--- src/rtl/affine_pkg.sv ---
// Shared types and constants for the affine batch sequencer.
package affine_pkg;

    localparam int unsigned DEF_FRAC = 8;
    localparam int unsigned PT_W     = 16;

    typedef enum logic [2:0] {
        IDLE,
        LOAD,
        MUL0,
        MUL1,
        MUL2,
        MUL3,
        SUM,
        OUT
    } state_t;

    typedef struct packed {
        logic [PT_W-1:0] x;
        logic [PT_W-1:0] y;
    } pt_t;

endpackage

--- src/rtl/affine_pt_fifo.sv ---
// Point FIFO: wrap-bit pointers, full/empty decode, synchronous flush.
module affine_pt_fifo
    import affine_pkg::*;
#(
    parameter int unsigned DEPTH = 4
) (
    input  logic clk,
    input  logic rst,
    input  logic i_flush,
    input  logic i_push,
    input  pt_t  i_data,
    input  logic i_pop,
    output pt_t  o_data_c,
    output logic o_full_c,
    output logic o_empty_c
);

    localparam int unsigned AW = $clog2(DEPTH);

    logic [AW:0] r_wr;
    logic [AW:0] r_rd;
    pt_t         r_mem [DEPTH];
    logic        w_push_ok;
    logic        w_pop_ok;

    assign o_full_c  = (r_wr[AW] != r_rd[AW]) && (r_wr[AW-1:0] == r_rd[AW-1:0]);
    assign o_empty_c = (r_wr == r_rd);
    assign o_data_c  = r_mem[r_rd[AW-1:0]];

    // A push while full is refused even when a pop frees a slot this cycle.
    assign w_push_ok = i_push & ~o_full_c & ~i_flush;
    assign w_pop_ok  = i_pop & ~o_empty_c & ~i_flush;

    // Pointer update; flush empties the FIFO and drops any same-cycle push.
    always_ff @(posedge clk) begin
        if (rst || i_flush) begin
            r_wr <= '0;
            r_rd <= '0;
        end else begin
            if (w_push_ok) r_wr <= r_wr + (AW+1)'(1);
            if (w_pop_ok)  r_rd <= r_rd + (AW+1)'(1);
        end
    end

    // Storage write.
    always_ff @(posedge clk) begin
        if (w_push_ok) r_mem[r_wr[AW-1:0]] <= i_data;
    end

endmodule

--- src/rtl/mul.sv ---
// Signed WIDTH x WIDTH multiplier, full-width combinational product.
module mul #(
    parameter int unsigned WIDTH = 16
) (
    input  logic signed [WIDTH-1:0]   i_a,
    input  logic signed [WIDTH-1:0]   i_b,
    output logic signed [2*WIDTH-1:0] o_prod_c
);

    assign o_prod_c = i_a * i_b;

endmodule

--- src/rtl/affine_batch_sched.sv ---
// Batch sequencer: one shared multiplier, four products per point, streamed results.
module affine_batch_sched
    import affine_pkg::*;
#(
    parameter int unsigned DEPTH = 4,
    parameter int unsigned FRAC  = DEF_FRAC,
    parameter int unsigned SAT   = 0
) (
    input  logic        clk,
    input  logic        rst,
    input  logic [15:0] cfg_a,
    input  logic [15:0] cfg_b,
    input  logic [15:0] cfg_d,
    input  logic [15:0] cfg_e,
    input  logic [15:0] cfg_tx,
    input  logic [15:0] cfg_ty,
    input  logic        start,
    input  logic        abort,
    input  logic [7:0]  batch_len,
    input  logic        in_valid,
    output logic        in_ready,
    input  logic [15:0] in_x,
    input  logic [15:0] in_y,
    output logic        out_valid,
    input  logic        out_ready,
    output logic [15:0] out_x,
    output logic [15:0] out_y,
    output logic        busy,
    output logic        done,
    output logic        irq,
    input  logic        irq_clr,
    output logic [7:0]  processed
);

    localparam int unsigned PROD_W = 2 * PT_W;
    localparam int unsigned SUM_W  = PROD_W + 2;
    localparam logic signed [SUM_W-1:0] C_MAX = SUM_W'(32'sd32767);
    localparam logic signed [SUM_W-1:0] C_MIN = SUM_W'(-32'sd32768);

    state_t                   r_state;
    state_t                   w_state_nxt;
    logic signed [PT_W-1:0]   r_x, r_y;
    logic signed [PT_W-1:0]   r_a, r_b, r_d, r_e, r_tx, r_ty;
    logic signed [PROD_W-1:0] r_p0, r_p1, r_p2, r_p3;
    logic signed [PROD_W-1:0] w_prod;
    logic signed [PT_W-1:0]   w_op_a, w_op_b;
    logic signed [SUM_W-1:0]  w_sum_x, w_sum_y;
    logic [PT_W-1:0]          r_out_x, r_out_y;
    logic                     r_out_valid, r_busy, r_done, r_irq;
    logic [7:0]               r_len, r_processed;
    logic                     w_full, w_empty, w_pop, w_hs;
    logic                     w_start_ok, w_last, w_done_evt;
    pt_t                      w_head;
    pt_t                      w_in_pt;

    assign w_in_pt    = {in_x, in_y};
    assign in_ready   = ~w_full;
    assign out_valid  = r_out_valid;
    assign out_x      = r_out_x;
    assign out_y      = r_out_y;
    assign busy       = r_busy;
    assign done       = r_done;
    assign irq        = r_irq;
    assign processed  = r_processed;

    assign w_start_ok = start & ~r_busy & ~abort;
    assign w_last     = (8'(r_processed + 8'd1) == r_len);
    assign w_done_evt = (w_start_ok & (batch_len == 8'd0)) | (w_hs & w_last);

    affine_pt_fifo #(.DEPTH(DEPTH)) u_fifo (
        .clk       (clk),
        .rst       (rst),
        .i_flush   (abort),
        .i_push    (in_valid),
        .i_data    (w_in_pt),
        .i_pop     (w_pop),
        .o_data_c  (w_head),
        .o_full_c  (w_full),
        .o_empty_c (w_empty)
    );

    mul #(.WIDTH(PT_W)) u_mul (
        .i_a      (w_op_a),
        .i_b      (w_op_b),
        .o_prod_c (w_prod)
    );

    // Each product is shifted on its own; the sum is carried wide so the
    // clamp sees the true sign, and its low 16 bits equal an 18-bit wrap.
    assign w_sum_x = SUM_W'(r_p0 >>> FRAC) + SUM_W'(r_p1 >>> FRAC) + SUM_W'(r_tx);
    assign w_sum_y = SUM_W'(r_p2 >>> FRAC) + SUM_W'(r_p3 >>> FRAC) + SUM_W'(r_ty);

    function automatic logic [PT_W-1:0] fit16(input logic signed [SUM_W-1:0] v);
        logic [PT_W-1:0] res;
        res = v[PT_W-1:0];
        if (SAT != 0) begin
            if (v > C_MAX)      res = 16'h7FFF;
            else if (v < C_MIN) res = 16'h8000;
        end
        return res;
    endfunction

    // State register.
    always_ff @(posedge clk) begin
        if (rst) r_state <= IDLE;
        else     r_state <= w_state_nxt;
    end

    // Next state, FIFO pop, multiplier operand mux and output handshake.
    always_comb begin
        w_state_nxt = r_state;
        w_pop       = 1'b0;
        w_op_a      = '0;
        w_op_b      = '0;
        w_hs        = 1'b0;
        case (r_state)
            // Nothing is in flight while idle, so only processed counts.
            IDLE: if (r_busy && !w_empty && (r_processed < r_len)) w_state_nxt = LOAD;
            LOAD: begin w_pop = 1'b1; w_state_nxt = MUL0; end
            MUL0: begin w_op_a = r_a; w_op_b = r_x; w_state_nxt = MUL1; end
            MUL1: begin w_op_a = r_b; w_op_b = r_y; w_state_nxt = MUL2; end
            MUL2: begin w_op_a = r_d; w_op_b = r_x; w_state_nxt = MUL3; end
            MUL3: begin w_op_a = r_e; w_op_b = r_y; w_state_nxt = SUM;  end
            SUM:  w_state_nxt = OUT;
            OUT:  if (out_ready) begin w_hs = 1'b1; w_state_nxt = IDLE; end
            default: w_state_nxt = IDLE;
        endcase
        if (abort) begin
            w_state_nxt = IDLE;
            w_pop       = 1'b0;
            w_hs        = 1'b0;
        end
    end

    // Datapath, batch bookkeeping and completion flags.
    always_ff @(posedge clk) begin
        if (rst) begin
            r_x <= '0; r_y <= '0;
            r_a <= '0; r_b <= '0; r_d <= '0; r_e <= '0; r_tx <= '0; r_ty <= '0;
            r_p0 <= '0; r_p1 <= '0; r_p2 <= '0; r_p3 <= '0;
            r_out_x     <= '0;
            r_out_y     <= '0;
            r_out_valid <= 1'b0;
            r_busy      <= 1'b0;
            r_done      <= 1'b0;
            r_irq       <= 1'b0;
            r_len       <= '0;
            r_processed <= '0;
        end else begin
            r_done <= w_done_evt;
            // A completion in this or the previous cycle overrides a clear.
            r_irq  <= w_done_evt | r_done | (r_irq & ~irq_clr);
            if (r_state == LOAD) begin
                r_x  <= w_head.x;
                r_y  <= w_head.y;
                r_a  <= cfg_a;
                r_b  <= cfg_b;
                r_d  <= cfg_d;
                r_e  <= cfg_e;
                r_tx <= cfg_tx;
                r_ty <= cfg_ty;
            end
            if (r_state == MUL0) r_p0 <= w_prod;
            if (r_state == MUL1) r_p1 <= w_prod;
            if (r_state == MUL2) r_p2 <= w_prod;
            if (r_state == MUL3) r_p3 <= w_prod;
            if (abort) begin
                r_busy      <= 1'b0;
                r_out_valid <= 1'b0;
            end else begin
                if (r_state == SUM) begin
                    r_out_x     <= fit16(w_sum_x);
                    r_out_y     <= fit16(w_sum_y);
                    r_out_valid <= 1'b1;
                end
                if (w_start_ok) begin
                    r_len       <= batch_len;
                    r_processed <= '0;
                    r_busy      <= (batch_len != 8'd0);
                end
                if (w_hs) begin
                    r_out_valid <= 1'b0;
                    r_processed <= r_processed + 8'd1;
                    if (w_last) r_busy <= 1'b0;
                end
            end
        end
    end

endmodule
--- config.mk ---
export PLATFORM = sky130hd
export DESIGN_NAME = affine_batch_sched
export DESIGN_NICKNAME = d
export VERILOG_FILES = /design/src/rtl/affine_pkg.sv /design/src/rtl/affine_pt_fifo.sv /design/src/rtl/mul.sv /design/src/rtl/affine_batch_sched.sv
export SDC_FILE = /design/constraint.sdc
export NUM_CORES = 1
export LEC_CHECK = 0
export CORE_MARGIN = 3
export CORE_UTILIZATION = 28
export DETAILED_ROUTE_END_ITERATION = 10
export PLACE_DENSITY = 0.49
export SETUP_SLACK_MARGIN = 0.4
export SLEW_MARGIN = 20
export SYNTH_ARGS = -nofsm -noshare
export SYNTH_HDL_FRONTEND = slang
export SYNTH_SLANG_ARGS = --single-unit
--- constraint.sdc ---
create_clock -name clk -period 6.5 [get_ports clk]
set_input_delay 1.95 -clock clk [delete_from_list [all_inputs] [get_ports clk]]
set_output_delay 1.95 -clock clk [all_outputs]
set_load 0.05 [all_outputs]
==> impl_results.md <==
* Outcome: finished clean
* Mapped Cells at 2,511
* Final HPWL DP at 55,500 µm
* Setup violations, final at 0
* Via count at 18,612
* Longest Clk Path Bufs at 3
* Root Driver: clkbuf_16
* Relative slew slack at 28.2%
* Initial core utilization at 28.4%
* Leak at 12.0 nW
* Core area at 84,100 µm²
* PD cells at 159 nW/µm²
* Dominant cell type by area after synthesis: dfxtp_1
* Dpl cells at 3,899
* Final setup TNS at 0 ps
* CP arrival at 6950 ps
* Crit path capture type: register
* # clock sinks at 381
* Avg WL per Cell at 18.0 µm
* Slew Viols, Final at 0
* Min setup slack post-route at 14.3 ps
* GR Util All Layers at 16.2%
* CP bufs+invs at 11
* Post-route non-filler standard cell count at 4,015
* Worst path slowest cell: fa_1
* Prevailing post-synth register cell: dfxtp_1
* Final hold violation count at 0
* Synth top area cells: dfxtp_1 (21%), fa_1 (18%), edfxtp_1 (16%)
* Vias in the first global route at 19,827
* Post-synth cell types at 73
* Largest net degree at the start of global routing at 147
* Die area at 89,000 µm²
* Synthesis-stage register bit count at 381
* Req. time, crit path at 6970 ps
* Async SR Flop Fraction at 0%
* DRT Pass-1 Iters at 5
* Fmax at 154 MHz
* VDD IR max at 0.000167 V
* Slowest stage delay, CP at 530 ps
* Crit path max fanout at 8
* Cell area after layout at 31,100 µm²
* Post-Syn Area per Cell at 9.52 µm²
* Clock slew at reported path FFs at 60 ps
* Area delta synth->final at 30.1%
* DRC viols at 0
* Ports at 188
* CP delay by family, top: adder cells
* Nets at 3,327
* Synthesized cell area at 23,900 µm²
* Layout cells sized above 1 at 17.6%
* First-pass GRT wire length at 113,000 µm
* Initial antenna violation count at 2
* Placed Area at 28,600 µm²
* RSZ-0062 raised after global routing: yes
* Mapped Nets at 2,988
* CTS buffer count at 41
* CP Launch Type: register
* Grt total ovfl at 0
* Layout Skew at 23.4 ps
* Clk Latency, worst-skew pair at 560 ps
* Synth top cells by count: nand2_1 (558), inv_1 (279), a21oi_1 (253), dfxtp_1 (253), fa_1 (218)
* Tcrit/Tclk final at 99.8%
* WHS at 448 ps
* Count leader, synth: nand2_1
* EDFF count, synth at 128
* Placer congestion estimate at 0.905
* Final Power at 4.95 mW
* DIE HEIGHT at 298 µm
* TritonCTS clock tree: done
* Vias per inst at 4.64
* Yosys warning total at 0
* Port-buffer cells at 187
* Worst slew pin tran at 1080 ps
* Min-Delay Path Class: register to register
* Final Util at 37.0%
* Register area share after synthesis at 37.2%
* Setup WS pre-CTS at -325 ps
* Top cell type's share of synthesized area at 21.2%
* Final min period at 6490 ps
* Post-Route WL at 72,100 µm
* Post-route ant nets at 0
* # Max-Cap Violations at 0
* H-Tree Depth at 2
* Critical path class: register to register
* Iter 0 DRT Violations at 970
* Die W at 298 µm
* Row cnt at 106
[power breakdown]
group | switching, mW | internal (mW)
registers | 0.00901 | 2.48
logic | 0.0889 | 0.103
clock network | 0.936 | 1.34
total | 1.03 | 3.92
[final cells by class]
class / count / area, µm²
Antenna cell: 2 / 5.00
Clock buffer: 61 / 1180
Clock inverter: 11 / 110
Fill cell: 8552 / 53000
Inverter: 280 / 1060
Multi-Input combinational cell: 1731 / 14400
Sequential cell: 381 / 8920
Tap cell: 1134 / 1420
Timing Repair Buffer: 415 / 3980
[state kept, by name, summed over array words and instances, names as in the netlist, 3 cells and up]
| signal | cells |
|---|---|
| out_x | 16 |
| out_y | 16 |
| processed | 8 |
| r_a | 16 |
| r_b | 16 |
| r_d | 16 |
| r_e | 16 |
| r_len | 8 |
| r_p0 | 16 |
| r_p1 | 16 |
| r_p2 | 16 |
| r_p3 | 16 |
| r_state | 3 |
| r_tx | 16 |
| r_ty | 16 |
| r_x | 16 |
| r_y | 16 |
| u_fifo.r_mem | 128 |
| u_fifo.r_rd | 3 |
| u_fifo.r_wr | 3 |
[cell families (layout without fill, tap and decap cells)]
family	after synthesis	in the layout	synth area share, %
AND/OR/NAND/NOR	855	855	14.7
AO/OA/AOI/OAI	428	428	11.1
buffers and inverters	400	767	6.47
flip-flops	381	381	37.2
adder cells (fa/ha/maj)	334	334	24.3
XOR/XNOR	76	76	2.87
multiplexers	37	38	3.26
other	0	2	0
[worst reg2reg max path: cells and delay by family (launching register included)]
kind                     cells  cell delay (ps)
adder cells (fa/ha/maj)      8             3240
AO/OA/AOI/OAI                7             1230
buffers and inverters       11             1080
flip-flops                   1              370
multiplexers                 1              350
AND/OR/NAND/NOR              2              130
[cell usage in the layout, fill, tap and decap left out, drive strengths merged, types with 19 or more instances in the layout]
| cell type | n |
|---|---|
| nand2 | 559 |
| inv | 281 |
| a21oi | 254 |
| dfxtp | 253 |
| buf | 228 |
| fa | 218 |
| clkdlybuf4s50 | 186 |
| nor2 | 172 |
| edfxtp | 128 |
| ha | 116 |
| clkbuf | 62 |
| xnor2 | 50 |
| o21ai | 38 |
| mux4 | 32 |
| xor2 | 25 |
| nand3 | 23 |
| a22o | 23 |
| nor3 | 19 |
[what timing repair did]
item                       CTS  global route
cloned                       3             0
buffers inserted            19            19
setup endpoints to repair   60            61
hold buffers                 0             0
resized for setup          119            70
pin swaps                   33            25
[per-layer routing]
layer	vias up	part of all wire, %	GRT usage (%)
li1	8915	-	-
met1	9275	44	21.0
met2	339	49	28.1
met3	83	4.0	2.52
met4	0	2.4	4.16
met5	-	0	0
[final timing paths]
kind / slack [ps] / cells past startpoint / end / from
setup / recovery: 10 / 29 / r_p0[21]$_SDFFE_PP0N_ / r_state[1]$_SDFFE_PP0P_
hold / removal: 450 / 2 / out_x[12]$_SDFFE_PP0P_ / out_x[12]$_SDFFE_PP0P_
setup reg to reg: 10 / 29 / r_p0[21]$_SDFFE_PP0N_ / r_state[1]$_SDFFE_PP0P_
hold reg to reg: 450 / 2 / out_x[12]$_SDFFE_PP0P_ / out_x[12]$_SDFFE_PP0P_
No activity file was read; power rests on OpenSTA's default activity.
